### config.mk
export PLATFORM = sky130hd
export DESIGN_NAME = div_ctrl
export DESIGN_NICKNAME = d
export VERILOG_FILES = /design/src/rtl/div_ctrl_pkg.sv /design/src/rtl/div_ctrl_step.sv /design/src/rtl/div_ctrl.sv
export SDC_FILE = /design/constraint.sdc
export NUM_CORES = 1
export LEC_CHECK = 0
export BUFFER_PORTS_ARGS = -buffer_cell sky130_fd_sc_hd__buf_4
export CAP_MARGIN = 20
export CORE_ASPECT_RATIO = 1.5
export CORE_MARGIN = 1.5
export CORE_UTILIZATION = 45
export CTS_BUF_LIST = sky130_fd_sc_hd__clkbuf_8
export DETAILED_ROUTE_END_ITERATION = 8
export PLACE_DENSITY = 0.65
export RECOVER_POWER = 100
export SLEW_MARGIN = 20
export SYNTH_ARGS = -nofsm -noshare
export SYNTH_HDL_FRONTEND = slang
export SYNTH_SLANG_ARGS = --single-unit
### constraint.sdc
create_clock -name clk -period 6 [get_ports clk]
set_input_delay 0.3 -clock clk [delete_from_list [all_inputs] [get_ports clk]]
set_output_delay 0.3 -clock clk [all_outputs]
set_load 0.02 [all_outputs]
### src/rtl/div_ctrl_pkg.sv
// Shared definitions for the RV32M divide sequencer: bus widths, funct3
// codes for the four divide/remainder ops, the sequencer state encoding
// and a small two's-complement helper.
package div_ctrl_pkg;

   localparam int REG_BUS      = 32;
   localparam int REG_ADDR_BUS = 5;

   localparam logic [REG_BUS-1:0] ZERO_WORD = '0;
   localparam logic [REG_BUS-1:0] ONES_WORD = '1;
   localparam logic [REG_BUS-1:0] ONE_WORD  = {{(REG_BUS-1){1'b0}}, 1'b1};
   localparam logic [REG_BUS-1:0] MIN_INT   = {1'b1, {(REG_BUS-1){1'b0}}};

   localparam logic [2:0] INST_DIV  = 3'b100;
   localparam logic [2:0] INST_DIVU = 3'b101;
   localparam logic [2:0] INST_REM  = 3'b110;
   localparam logic [2:0] INST_REMU = 3'b111;

   typedef enum logic [1:0] {
      ST_IDLE  = 2'd0,
      ST_START = 2'd1,
      ST_CALC  = 2'd2,
      ST_END   = 2'd3
   } div_state_e;

   // Two's-complement negate when neg is set, pass-through otherwise.
   function automatic logic [REG_BUS-1:0] neg_if(input logic [REG_BUS-1:0] v,
                                                 input logic neg);
      return neg ? ((~v) + ONE_WORD) : v;
   endfunction

endpackage

### src/rtl/div_ctrl_step.sv
// One restoring-division iteration: shift {rem,quot} left by one, trial
// subtract the divisor magnitude from the widened partial remainder and
// shift in a quotient bit of 1 when the difference is non-negative.
module div_ctrl_step #(
   parameter int W = 32
) (
   input  logic [W-1:0] rem,
   input  logic [W-1:0] quot,
   input  logic [W-1:0] divisor,
   output logic [W-1:0] rem_next,
   output logic [W-1:0] quot_next
);

   logic [W:0] shifted;
   logic [W:0] trial;

   assign shifted = {rem, quot[W-1]};
   assign trial   = shifted - {1'b0, divisor};

   // A borrow into bit W means the shifted remainder was below the divisor.
   always_comb begin
      rem_next  = shifted[W-1:0];
      quot_next = {quot[W-2:0], 1'b0};
      if (!trial[W]) begin
         rem_next  = trial[W-1:0];
         quot_next = {quot[W-2:0], 1'b1};
      end
   end

endmodule

### src/rtl/div_ctrl.sv
// Iterative RV32M divide/remainder sequencer (DIV, DIVU, REM, REMU).
// Accepts an op from execute, stalls the pipeline while dividing one
// quotient bit per cycle, then presents the result with a one-cycle
// register write-back strobe.
// Optional build macro DIV_EARLY_OUT_EN: finish in the START cycle when
// |dividend| < |divisor| (quotient 0, remainder = dividend).
//
// Handshake: an op is accepted at a rising edge where the sequencer is
// idle, start_i=1 and flush_i=0. From that request cycle until write-back
// stall_o holds the pipeline; start_i raised while busy is ignored. The
// result is only meaningful in the single cycle ready_o (= reg_wen_o) is 1.
module div_ctrl
   import div_ctrl_pkg::*;
#(
   parameter int DATA_W     = REG_BUS,
   parameter int REG_ADDR_W = REG_ADDR_BUS
) (
   input  logic                  clk,
   input  logic                  rst,
   input  logic                  start_i,
   input  logic [2:0]            funct3_i,
   input  logic [DATA_W-1:0]     dividend_i,
   input  logic [DATA_W-1:0]     divisor_i,
   input  logic [REG_ADDR_W-1:0] reg_w_addr_i,
   input  logic                  flush_i,
   output logic                  busy_o,
   output logic                  stall_o,
   output logic [DATA_W-1:0]     result_o,
   output logic                  ready_o,
   output logic                  reg_wen_o,
   output logic [REG_ADDR_W-1:0] reg_w_addr_o
);

   div_state_e state, state_next;

   logic [DATA_W-1:0]     dvd_q;
   logic [DATA_W-1:0]     dvs_q;
   logic [DATA_W-1:0]     quot_q;
   logic [DATA_W-1:0]     rem_q;
   logic [DATA_W-1:0]     result_q;
   logic [2:0]            funct3_q;
   logic [REG_ADDR_W-1:0] rd_q;
   logic [4:0]            cnt_q;

   logic                  accept;
   logic                  is_signed;
   logic                  is_rem;
   logic                  dvd_neg;
   logic                  dvs_neg;
   logic [DATA_W-1:0]     dvd_mag;
   logic [DATA_W-1:0]     dvs_mag;
   logic                  div_zero;
   logic                  overflow;
   logic                  early_out;
   logic [DATA_W-1:0]     rem_step;
   logic [DATA_W-1:0]     quot_step;
   logic [DATA_W-1:0]     quot_fix;
   logic [DATA_W-1:0]     rem_fix;
   logic [DATA_W-1:0]     calc_result;

   assign accept    = (state == ST_IDLE) && start_i && !flush_i;

   assign is_signed = (funct3_q == INST_DIV) || (funct3_q == INST_REM);
   assign is_rem    = (funct3_q == INST_REM) || (funct3_q == INST_REMU);
   assign dvd_neg   = is_signed && dvd_q[DATA_W-1];
   assign dvs_neg   = is_signed && dvs_q[DATA_W-1];
   assign dvd_mag   = neg_if(dvd_q, dvd_neg);
   assign dvs_mag   = neg_if(dvs_q, dvs_neg);

   assign div_zero  = (dvs_q == ZERO_WORD);
   assign overflow  = is_signed && (dvd_q == MIN_INT) && (dvs_q == ONES_WORD);

`ifdef DIV_EARLY_OUT_EN
   assign early_out = (dvd_mag < dvs_mag);
`else
   assign early_out = 1'b0;
`endif

   div_ctrl_step #(
      .W(DATA_W)
   ) u_step (
      .rem      (rem_q),
      .quot     (quot_q),
      .divisor  (dvs_mag),
      .rem_next (rem_step),
      .quot_next(quot_step)
   );

   // The quotient is negative when operand signs differ; the remainder
   // follows the dividend's sign. Applied to the final iteration's output.
   assign quot_fix    = neg_if(quot_step, dvd_neg ^ dvs_neg);
   assign rem_fix     = neg_if(rem_step, dvd_neg);
   assign calc_result = is_rem ? rem_fix : quot_fix;

   // State register.
   always_ff @(posedge clk or negedge rst) begin
      if (!rst) state <= ST_IDLE;
      else      state <= state_next;
   end

   // Next-state and control outputs.
   always_comb begin
      state_next = state;
      busy_o     = 1'b0;
      stall_o    = 1'b0;
      ready_o    = 1'b0;
      case (state)
         ST_IDLE: begin
            stall_o = accept;
            if (accept) state_next = ST_START;
         end
         ST_START: begin
            busy_o  = 1'b1;
            stall_o = 1'b1;
            if (flush_i)                             state_next = ST_IDLE;
            else if (div_zero || overflow || early_out) state_next = ST_END;
            else                                     state_next = ST_CALC;
         end
         ST_CALC: begin
            busy_o  = 1'b1;
            stall_o = 1'b1;
            if (flush_i)              state_next = ST_IDLE;
            else if (cnt_q == 5'd31)  state_next = ST_END;
         end
         ST_END: begin
            busy_o     = 1'b1;
            ready_o    = 1'b1;
            state_next = ST_IDLE;
         end
         default: state_next = ST_IDLE;
      endcase
   end

   assign reg_wen_o    = ready_o;
   assign result_o     = ready_o ? result_q : ZERO_WORD;
   assign reg_w_addr_o = ready_o ? rd_q : '0;

   // Operand capture, special-case results and the iteration datapath.
   always_ff @(posedge clk or negedge rst) begin
      if (!rst) begin
         dvd_q    <= '0;
         dvs_q    <= '0;
         quot_q   <= '0;
         rem_q    <= '0;
         result_q <= '0;
         funct3_q <= '0;
         rd_q     <= '0;
         cnt_q    <= '0;
      end else begin
         case (state)
            ST_IDLE: begin
               if (accept) begin
                  dvd_q    <= dividend_i;
                  dvs_q    <= divisor_i;
                  funct3_q <= funct3_i;
                  rd_q     <= reg_w_addr_i;
               end
            end
            ST_START: begin
               if (div_zero) begin
                  result_q <= is_rem ? dvd_q : ONES_WORD;
               end else if (overflow) begin
                  result_q <= is_rem ? ZERO_WORD : MIN_INT;
               end else if (early_out) begin
                  result_q <= is_rem ? dvd_q : ZERO_WORD;
               end else begin
                  quot_q <= dvd_mag;
                  rem_q  <= ZERO_WORD;
                  cnt_q  <= 5'd0;
               end
            end
            ST_CALC: begin
               quot_q <= quot_step;
               rem_q  <= rem_step;
               cnt_q  <= cnt_q + 5'd1;
               if (cnt_q == 5'd31) result_q <= calc_result;
            end
            default: ;
         endcase
      end
   end

endmodule
Word level (Yosys, flattened, before mapping)
Cells that the tools add are included.
{ "totals": {"register_bits": 175, "in_bits": 76, "output_inout_bits": 41, "wordCells": 87} }
{ "op_classes": {"addsub": 6, "n_eq_ne": 15, "mux": 33, "bitwise": 5, "reduce_logical": 19} }
{ "op_table": {"columns": ["cell", "n"], "rows": [
  ["2-to-1 mux 32 bit", 16],
  ["one-hot mux 32 bit (2 select lines)", 3],
  ["adder 32 x 1 -> 32 bit, second input constant", 4],
  ["NOT 32 bit", 4],
  ["== test 32 bit, second input constant", 2],
  ["subtractor 33 x 32 -> 33 bit", 1],
  ["zero test 32 bit", 1],
  ["2-to-1 mux 5 bit", 3],
  ["one-hot mux 5 bit (2 select lines)", 1],
  ["== test 3 bit, second input constant", 3],
  ["2-to-1 mux 2 bit", 4],
  ["!= test 2 bit, second input constant", 4],
  ["one-hot mux 2 bit (4 select lines)", 1],
  ["logical AND 1 bit", 6],
  ["!= test 3 bit, second input constant", 2],
  ["AND reduction 3 bit", 2],
  ["adder 5 x 1 -> 5 bit, second input constant", 1],
  ["== test 5 bit, second input constant", 1],
  ["== test 2 bit, second input constant", 2],
  ["2-to-1 mux 1 bit", 4],
  ["AND reduction 2 bit", 2],
  ["logical OR 1 bit", 3],
  ["OR reduction 3 bit", 1],
  ["== test 2 x 1 -> 1 bit, second input constant", 1],
  ["other kinds (6)", 6]
]} }

Longest topological paths before layout
{ "logic_depth": {"ltp_word": 12, "mapped_depth": 29, "ltp_nobuf": 27} }

Modules after synthesis
Synthesis repeated with hierarchy kept, for this count alone.
{ "hier_totals": {"cells_unflattened": 1547, "area_unflattened_um2": 13928.4} }
{ "modules_own_cells": {"columns": ["module", "n_inst", "cells_per_inst", "area_each_um2", "seq_area_each_um2"], "rows": [
  ["div_ctrl", 1, 1211, 11337.1, 4379.2],
  ["div_ctrl_step", 1, 336, 2591.2, 0.0]
]} }

Least setup slack after synthesis
OpenSTA, ideal clock, no wires.
{ "synth_path": {"path_kind": "reg2reg", "from": "register dvs_q[9]", "to": "register result_q[28]", "arrival_time_ns": 6.317, "t_required_ns": 5.931, "setup_slack_ns": -0.386, "stages_incl_launch_ff": 27, "n_path_buf": 3, "period_less_slack_ns": 6.386, "cell_sequence": "dfrtp_1 > or4_1 > or3_1 > o31ai_1 > o21ai_0 > xnor2_1 > ha_1 > buf_2 > nand3_1 > nor4_1 > nand3_1 > a211o_1 > o211a_2 > inv_2 > buf_2 > buf_1 > nor2_1 > a21oi_1 > ha_1 > nand2b_1 > nor4_1 > nand2_1 > nor3_1 > a41oi_2 > nor4b_1 > mux2_2 > nand3_1"} }
{ "synth_via": {"elab_chain_cells": 11, "elab_cells_between_ends": 21} }
{ "synth_lines": {"columns": ["element", "line", "rtl"], "rows": [
  ["start, declared", "div_ctrl.sv:37", "logic [DATA_W-1:0] dvs_q;"],
  ["start signal, assigned", "div_ctrl.sv:154", "dvs_q <= divisor_i;"],
  ["NOT 32 bit", "div_ctrl_pkg.sv:29", "return neg ? ((~v) + ONE_WORD) : v;"],
  ["adder 32 x 1 -> 32 bit", "div_ctrl_pkg.sv:29", null],
  ["2-to-1 mux 32 bit", "div_ctrl_pkg.sv:29", null],
  ["subtractor 33 x 32 -> 33 bit", "div_ctrl_step.sv:18", "assign trial = shifted - {1'b0, divisor};"],
  ["2-to-1 mux 1 bit / 2-to-1 mux 32 bit (equally long branches)", "div_ctrl_step.sv:24", "if (!trial[W]) begin"],
  ["NOT 32 bit", "div_ctrl_pkg.sv:29", null],
  ["adder 32 x 1 -> 32 bit", "div_ctrl_pkg.sv:29", null],
  ["2-to-1 mux 32 bit", "div_ctrl_pkg.sv:29", null],
  ["2-to-1 mux 32 bit", "div_ctrl.sv:93", "assign calc_result = is_rem ? rem_fix : quot_fix;"],
  ["2-to-1 mux 32 bit", "div_ctrl.sv:176", "if (cnt_q == 5'd31) result_q <= calc_result;"],
  ["one-hot mux 32 bit (2 select lines)", "div_ctrl.sv:150", "case (state)"],
  ["end signal, assigned", "div_ctrl.sv:161", "result_q <= is_rem ? dvd_q : ONES_WORD;"],
  ["end signal, assigned", "div_ctrl.sv:163", "result_q <= is_rem ? ZERO_WORD : MIN_INT;"],
  ["end signal, assigned", "div_ctrl.sv:176", null],
  ["end, declared", "div_ctrl.sv:40", "logic [DATA_W-1:0] result_q;"]
]} }
Several ways; a longest one is shown, not always the timed one. The select of a mux whose other input is x is not followed.
A chain may end at the register's enable or synchronous reset.

Worst setup path in the final report
Ends and elaborated chain as after synthesis.

==> flow_summary.html <==
<table>
<tr><th>Metric</th><th>Value</th></tr>
<tr><th colspan="2">Run status</th></tr>
<tr><td>Outcome</td><td>complete, but fails checks</td></tr>
<tr><td>Violated checks</td><td>max-capacitance violations, max-slew violations</td></tr>
<tr><th colspan="2">Setup path</th></tr>
<tr><td>Most Frequent Cell on Critical Path</td><td>sky130_fd_sc_hd__buf_4</td></tr>
<tr><td>Arrival time worst endpoint</td><td>6.23 ns</td></tr>
<tr><td>Slack of the worst reg-to-reg path</td><td>between 0.2 and 0.25 ns</td></tr>
<tr><td>CP Buf/Inv Count</td><td>4</td></tr>
<tr><td>CP required</td><td>6.46 ns</td></tr>
<tr><td>Path type of the worst setup path</td><td>reg -&gt; reg</td></tr>
<tr><td>Type of origin of the critical path</td><td>flip-flop</td></tr>
<tr><td>Largest fanout on the critical path</td><td>8</td></tr>
<tr><td>Maximum cell stage delay along the critical path</td><td>0.54 ns</td></tr>
<tr><td>Critical path's top delay family</td><td>simple AND/OR/NAND/NOR gates</td></tr>
<tr><td>Crit. End Element</td><td>flip-flop</td></tr>
<tr><td>Master of the slowest instance on the critical path</td><td>sky130_fd_sc_hd__or4_1</td></tr>
<tr><th colspan="2">Drt</th></tr>
<tr><td>Wire length after detailed routing</td><td>45400 microns</td></tr>
<tr><td>DRC marker count from the first detailed-route iteration</td><td>827</td></tr>
<tr><td>Total via count in the routed design</td><td>13820</td></tr>
<tr><td>Detail-routed via count per cell</td><td>5.943</td></tr>
<tr><td>Number of remaining DRC errors</td><td>0</td></tr>
<tr><td>Routed len/inst</td><td>19.52 microns</td></tr>
<tr><td>Routed Antenna Nets</td><td>0</td></tr>
<tr><td>First-pass DRT Iterations</td><td>5</td></tr>
<tr><th colspan="2">Global routing</th></tr>
<tr><td>Number of antenna violations at the first check in global routing</td><td>1</td></tr>
<tr><td>Via count of the first global-routing pass</td><td>between 10000 and 15000</td></tr>
<tr><td>Gr usage total</td><td>28.21%</td></tr>
<tr><td>Global route overflow</td><td>0</td></tr>
<tr><td>Pin count of the biggest net entering global routing</td><td>76</td></tr>
<tr><td>Global-route wire length before repair</td><td>70640 microns</td></tr>
<tr><th colspan="2">Logic synthesis</th></tr>
<tr><td>Share of async-settable or async-resettable flops after synthesis</td><td>100.0%</td></tr>
<tr><td>Count of distinct cell types in the synthesized netlist</td><td>98</td></tr>
<tr><td>Top cell type by total area after synthesis</td><td>sky130_fd_sc_hd__dfrtp_1</td></tr>
<tr><td>Dominant register cell in the synthesized netlist</td><td>sky130_fd_sc_hd__dfrtp_1</td></tr>
<tr><td>Net Count, Synth</td><td>1812</td></tr>
<tr><td>Post-Syn Area per Cell</td><td>8.241 sq um</td></tr>
<tr><td>Register area share after synthesis</td><td>between 30% and 40%</td></tr>
<tr><td>Number of enable-type register cells in the synthesized netlist</td><td>0</td></tr>
<tr><td>Post-synth top area share</td><td>31.42%</td></tr>
<tr><td>#FFs+latches synth</td><td>175</td></tr>
<tr><td>Post-Syn Instances</td><td>1691</td></tr>
<tr><td>Synth area leaders</td><td>sky130_fd_sc_hd__dfrtp_1 (31%), sky130_fd_sc_hd__mux2_2 (6.3%), sky130_fd_sc_hd__o21ai_0 (5.7%), sky130_fd_sc_hd__nand2_1 (5.1%), sky130_fd_sc_hd__a21oi_1 (4.6%)</td></tr>
<tr><td>Syn. warnings</td><td>0</td></tr>
<tr><td>Total standard cell area after synthesis</td><td>~14000 sq um</td></tr>
<tr><th colspan="2">Clocking</th></tr>
<tr><td>Clock slew at the register clock pins of the worst setup and hold paths</td><td>roughly 0.10 ns</td></tr>
<tr><td>Number of levels the H-tree was split into</td><td>4</td></tr>
<tr><td>CTS Buffer Depth</td><td>2</td></tr>
<tr><td>Clock tree from TritonCTS</td><td>built</td></tr>
<tr><td>Number of buffers added by the clock tree synthesis step</td><td>17</td></tr>
<tr><td>Num Clock Sinks</td><td>around 180</td></tr>
<tr><td>Skew-Pair Late Insertion Delay</td><td>0.53 ns</td></tr>
<tr><td>Root buffer selected by CTS</td><td>sky130_fd_sc_hd__clkbuf_8</td></tr>
<tr><th colspan="2">Place</th></tr>
<tr><td># port buffers</td><td>116</td></tr>
<tr><td>Placed cell count</td><td>2214</td></tr>
<tr><td>Pre-CTS worst setup slack</td><td>-0.08737 ns</td></tr>
<tr><td>Final GP Congestion</td><td>0.9434</td></tr>
<tr><td>HPWL after detailed placement</td><td>34080 microns</td></tr>
<tr><th colspan="2">Finish</th></tr>
<tr><td>Proportion of layout cells with a drive suffix above 1</td><td>20.00%</td></tr>
<tr><td>Multi-input combinational cell area</td><td>9200 sq um</td></tr>
<tr><td>Area added between synthesis and finish</td><td>22.02%</td></tr>
<tr><td>Final standard cell count with taps included and fillers excluded</td><td>2326</td></tr>
<tr><td>Number of fillers in the final layout</td><td>2851</td></tr>
<tr><td>Net count, final</td><td>2033</td></tr>
<tr><td>Share of the core filled with cells</td><td>56.03%</td></tr>
<tr><td>Leading cell type in the layout, fill and taps excluded</td><td>sky130_fd_sc_hd__buf_4</td></tr>
<tr><td>Highest-count cells in the layout ignoring fill and taps</td><td>sky130_fd_sc_hd__buf_4 (203), sky130_fd_sc_hd__nand2_1 (187), sky130_fd_sc_hd__dfrtp_1 (175)</td></tr>
<tr><td>Sequential cell area</td><td>4379 sq um</td></tr>
<tr><th colspan="2">Floorplanning</th></tr>
<tr><td>DIE AREA</td><td>around 32000 sq um</td></tr>
<tr><td>Effective utilization at floorplan</td><td>~46%</td></tr>
<tr><td>Die height</td><td>218.5 microns</td></tr>
<tr><td># IOs</td><td>117</td></tr>
<tr><td>Core region area</td><td>~30000 sq um</td></tr>
<tr><td>Horiz. Die Dim</td><td>146.7 microns</td></tr>
<tr><td>Number of rows in the core area</td><td>between 70 and 80</td></tr>
<tr><th colspan="2">STA</th></tr>
<tr><td>Fin crit period</td><td>5.763 ns</td></tr>
<tr><td>Relative max-transition margin</td><td>-178.1%</td></tr>
<tr><td>Worst clock skew on the final layout</td><td>0.01738 ns</td></tr>
<tr><td>Pins Over Slew Limit</td><td>about 330</td></tr>
<tr><td>Number of endpoints with negative hold slack in the final report</td><td>0</td></tr>
<tr><td>Fmax</td><td>173.5 MHz</td></tr>
<tr><td>Final cycle utilization of the critical path</td><td>96.04%</td></tr>
<tr><td>Slew at the pin closest to its max-slew limit</td><td>4.172 ns</td></tr>
<tr><td>Setup violators final</td><td>0</td></tr>
<tr><td>Final critical-path setup slack</td><td>0.2373 ns</td></tr>
<tr><th colspan="2">Run</th></tr>
<tr><td>Maxcap violations</td><td>6</td></tr>
<tr><th colspan="2">Power and ir drop</th></tr>
<tr><td>Power after layout</td><td>7.970 mW</td></tr>
<tr><td>Leakage dissipation</td><td>7.004 nW</td></tr>
<tr><td>Maximum resistive drop on vdd</td><td>0.0002581 V</td></tr>
<tr><td>Power density normalized to cell area</td><td>468.7 nW/um^2</td></tr>
<tr><th colspan="2">Hold path</th></tr>
<tr><td>Hold crit path type</td><td>in -&gt; reg</td></tr>
</table>
-- cells in the mapped netlist, types with 24 or more instances --
library cell,n
sky130_fd_sc_hd__a21oi_1,128
sky130_fd_sc_hd__or3_1,28
sky130_fd_sc_hd__nor3_1,49
sky130_fd_sc_hd__xnor2_1,59
sky130_fd_sc_hd__mux2i_1,30
sky130_fd_sc_hd__o21ai_1,27
sky130_fd_sc_hd__o31ai_1,35
sky130_fd_sc_hd__nor2_1,120
sky130_fd_sc_hd__inv_1,30
sky130_fd_sc_hd__nand2_1,190
sky130_fd_sc_hd__nand3_1,38
sky130_fd_sc_hd__and2_1,61
sky130_fd_sc_hd__xor2_1,53
sky130_fd_sc_hd__ha_1,44
sky130_fd_sc_hd__o21ai_0,160
sky130_fd_sc_hd__clkbuf_1,72
sky130_fd_sc_hd__dfrtp_1,175
sky130_fd_sc_hd__mux2_2,78
sky130_fd_sc_hd__a211oi_1,24
-- worst min-delay path: cells and delay by family --
family,cells,cell delay (ns)
AO/OA/AOI/OAI,3,0.33
buffers and inverters,2,0.15
-- cell type report --
cell class,instances,area share (%)
clock buffers,17,1.376
repair buffers,300,14.09
well taps,400,2.943
clock inverters,15,1.001
inverters,32,0.7211
flip-flops and latches,175,25.75
multi-input cells,1386,54.10
diodes,1,0.01472
-- report_power, final --
| part | switching (mW) | internal (mW) |
|---|---|---|
| clock network | 0.527 | 0.350 |
| registers | 0.537 | 1.56 |
| logic | 2.92 | 2.08 |
-- state kept, by name, summed over array words and instances, names as in the netlist --
name / cells
cnt_q: 5
dvd_q: 32
dvs_q: 32
funct3_q: 3
quot_q: 32
rd_q: 5
rem_q: 32
result_q: 32
state: 2
-- final timing paths --
check                                    startpoint                  endpoint  cells after the start
min in group asynchronous                       rst     dvs_q[31]$_DFFE_PN0P_                      2
setup / recovery               dvs_q[9]$_DFFE_PN0P_  result_q[28]$_DFFE_PN0P_                     25
hold / removal                              start_i      state[1]$_DFFE_PN0P_                      5
max in group asynchronous                       rst      dvd_q[2]$_DFFE_PN0P_                      3
hold reg to reg            result_q[18]$_DFFE_PN0P_  result_q[18]$_DFFE_PN0P_                      2
setup reg to reg               dvs_q[9]$_DFFE_PN0P_  result_q[28]$_DFFE_PN0P_                     25
-- per-stage QoR --
step / cell area, sq um / setup TNS (ns) / hold WS (ns)
floorplan: 13960 / 0 / 0.004409
global placement: 15710 / 0 / 0.3716
detailed placement: 15710 / -0.1103 / 0.3748
CTS: 16860 / 0 / 0.0002933
global route: 17010 / -0.03919 / 0.3398
finish: 17010 / 0 / 0.2874
-- routing by layer --
metal	GRT usage (%)	share of wire [%]	vias to the layer above
met5	0	0	-
met4	14.18	4.2	0
met3	3.319	4.2	98
met2	50.94	51	454
met1	32.75	40	6651
li1	-	-	6621
-- logic make-up after synthesis --
logic type      after synthesis  synth area share, %
compound gates              520                23.56
xor+xnor                    112                7.039
fa+ha+maj                    45                4.094
buf+inv                     130                3.888
flops                       175                31.42
mux                         108                8.458
simple gates                601                21.54
-- repair_timing --
action	in CTS	in global routing
endpoints found under the setup margin	2	14
resized for setup	3	36
setup buffers	0	4
hold buffers	73	1
endpoints found under the hold margin	145	1
pin swaps	0	11
Power figures use the tool's default switching activity.
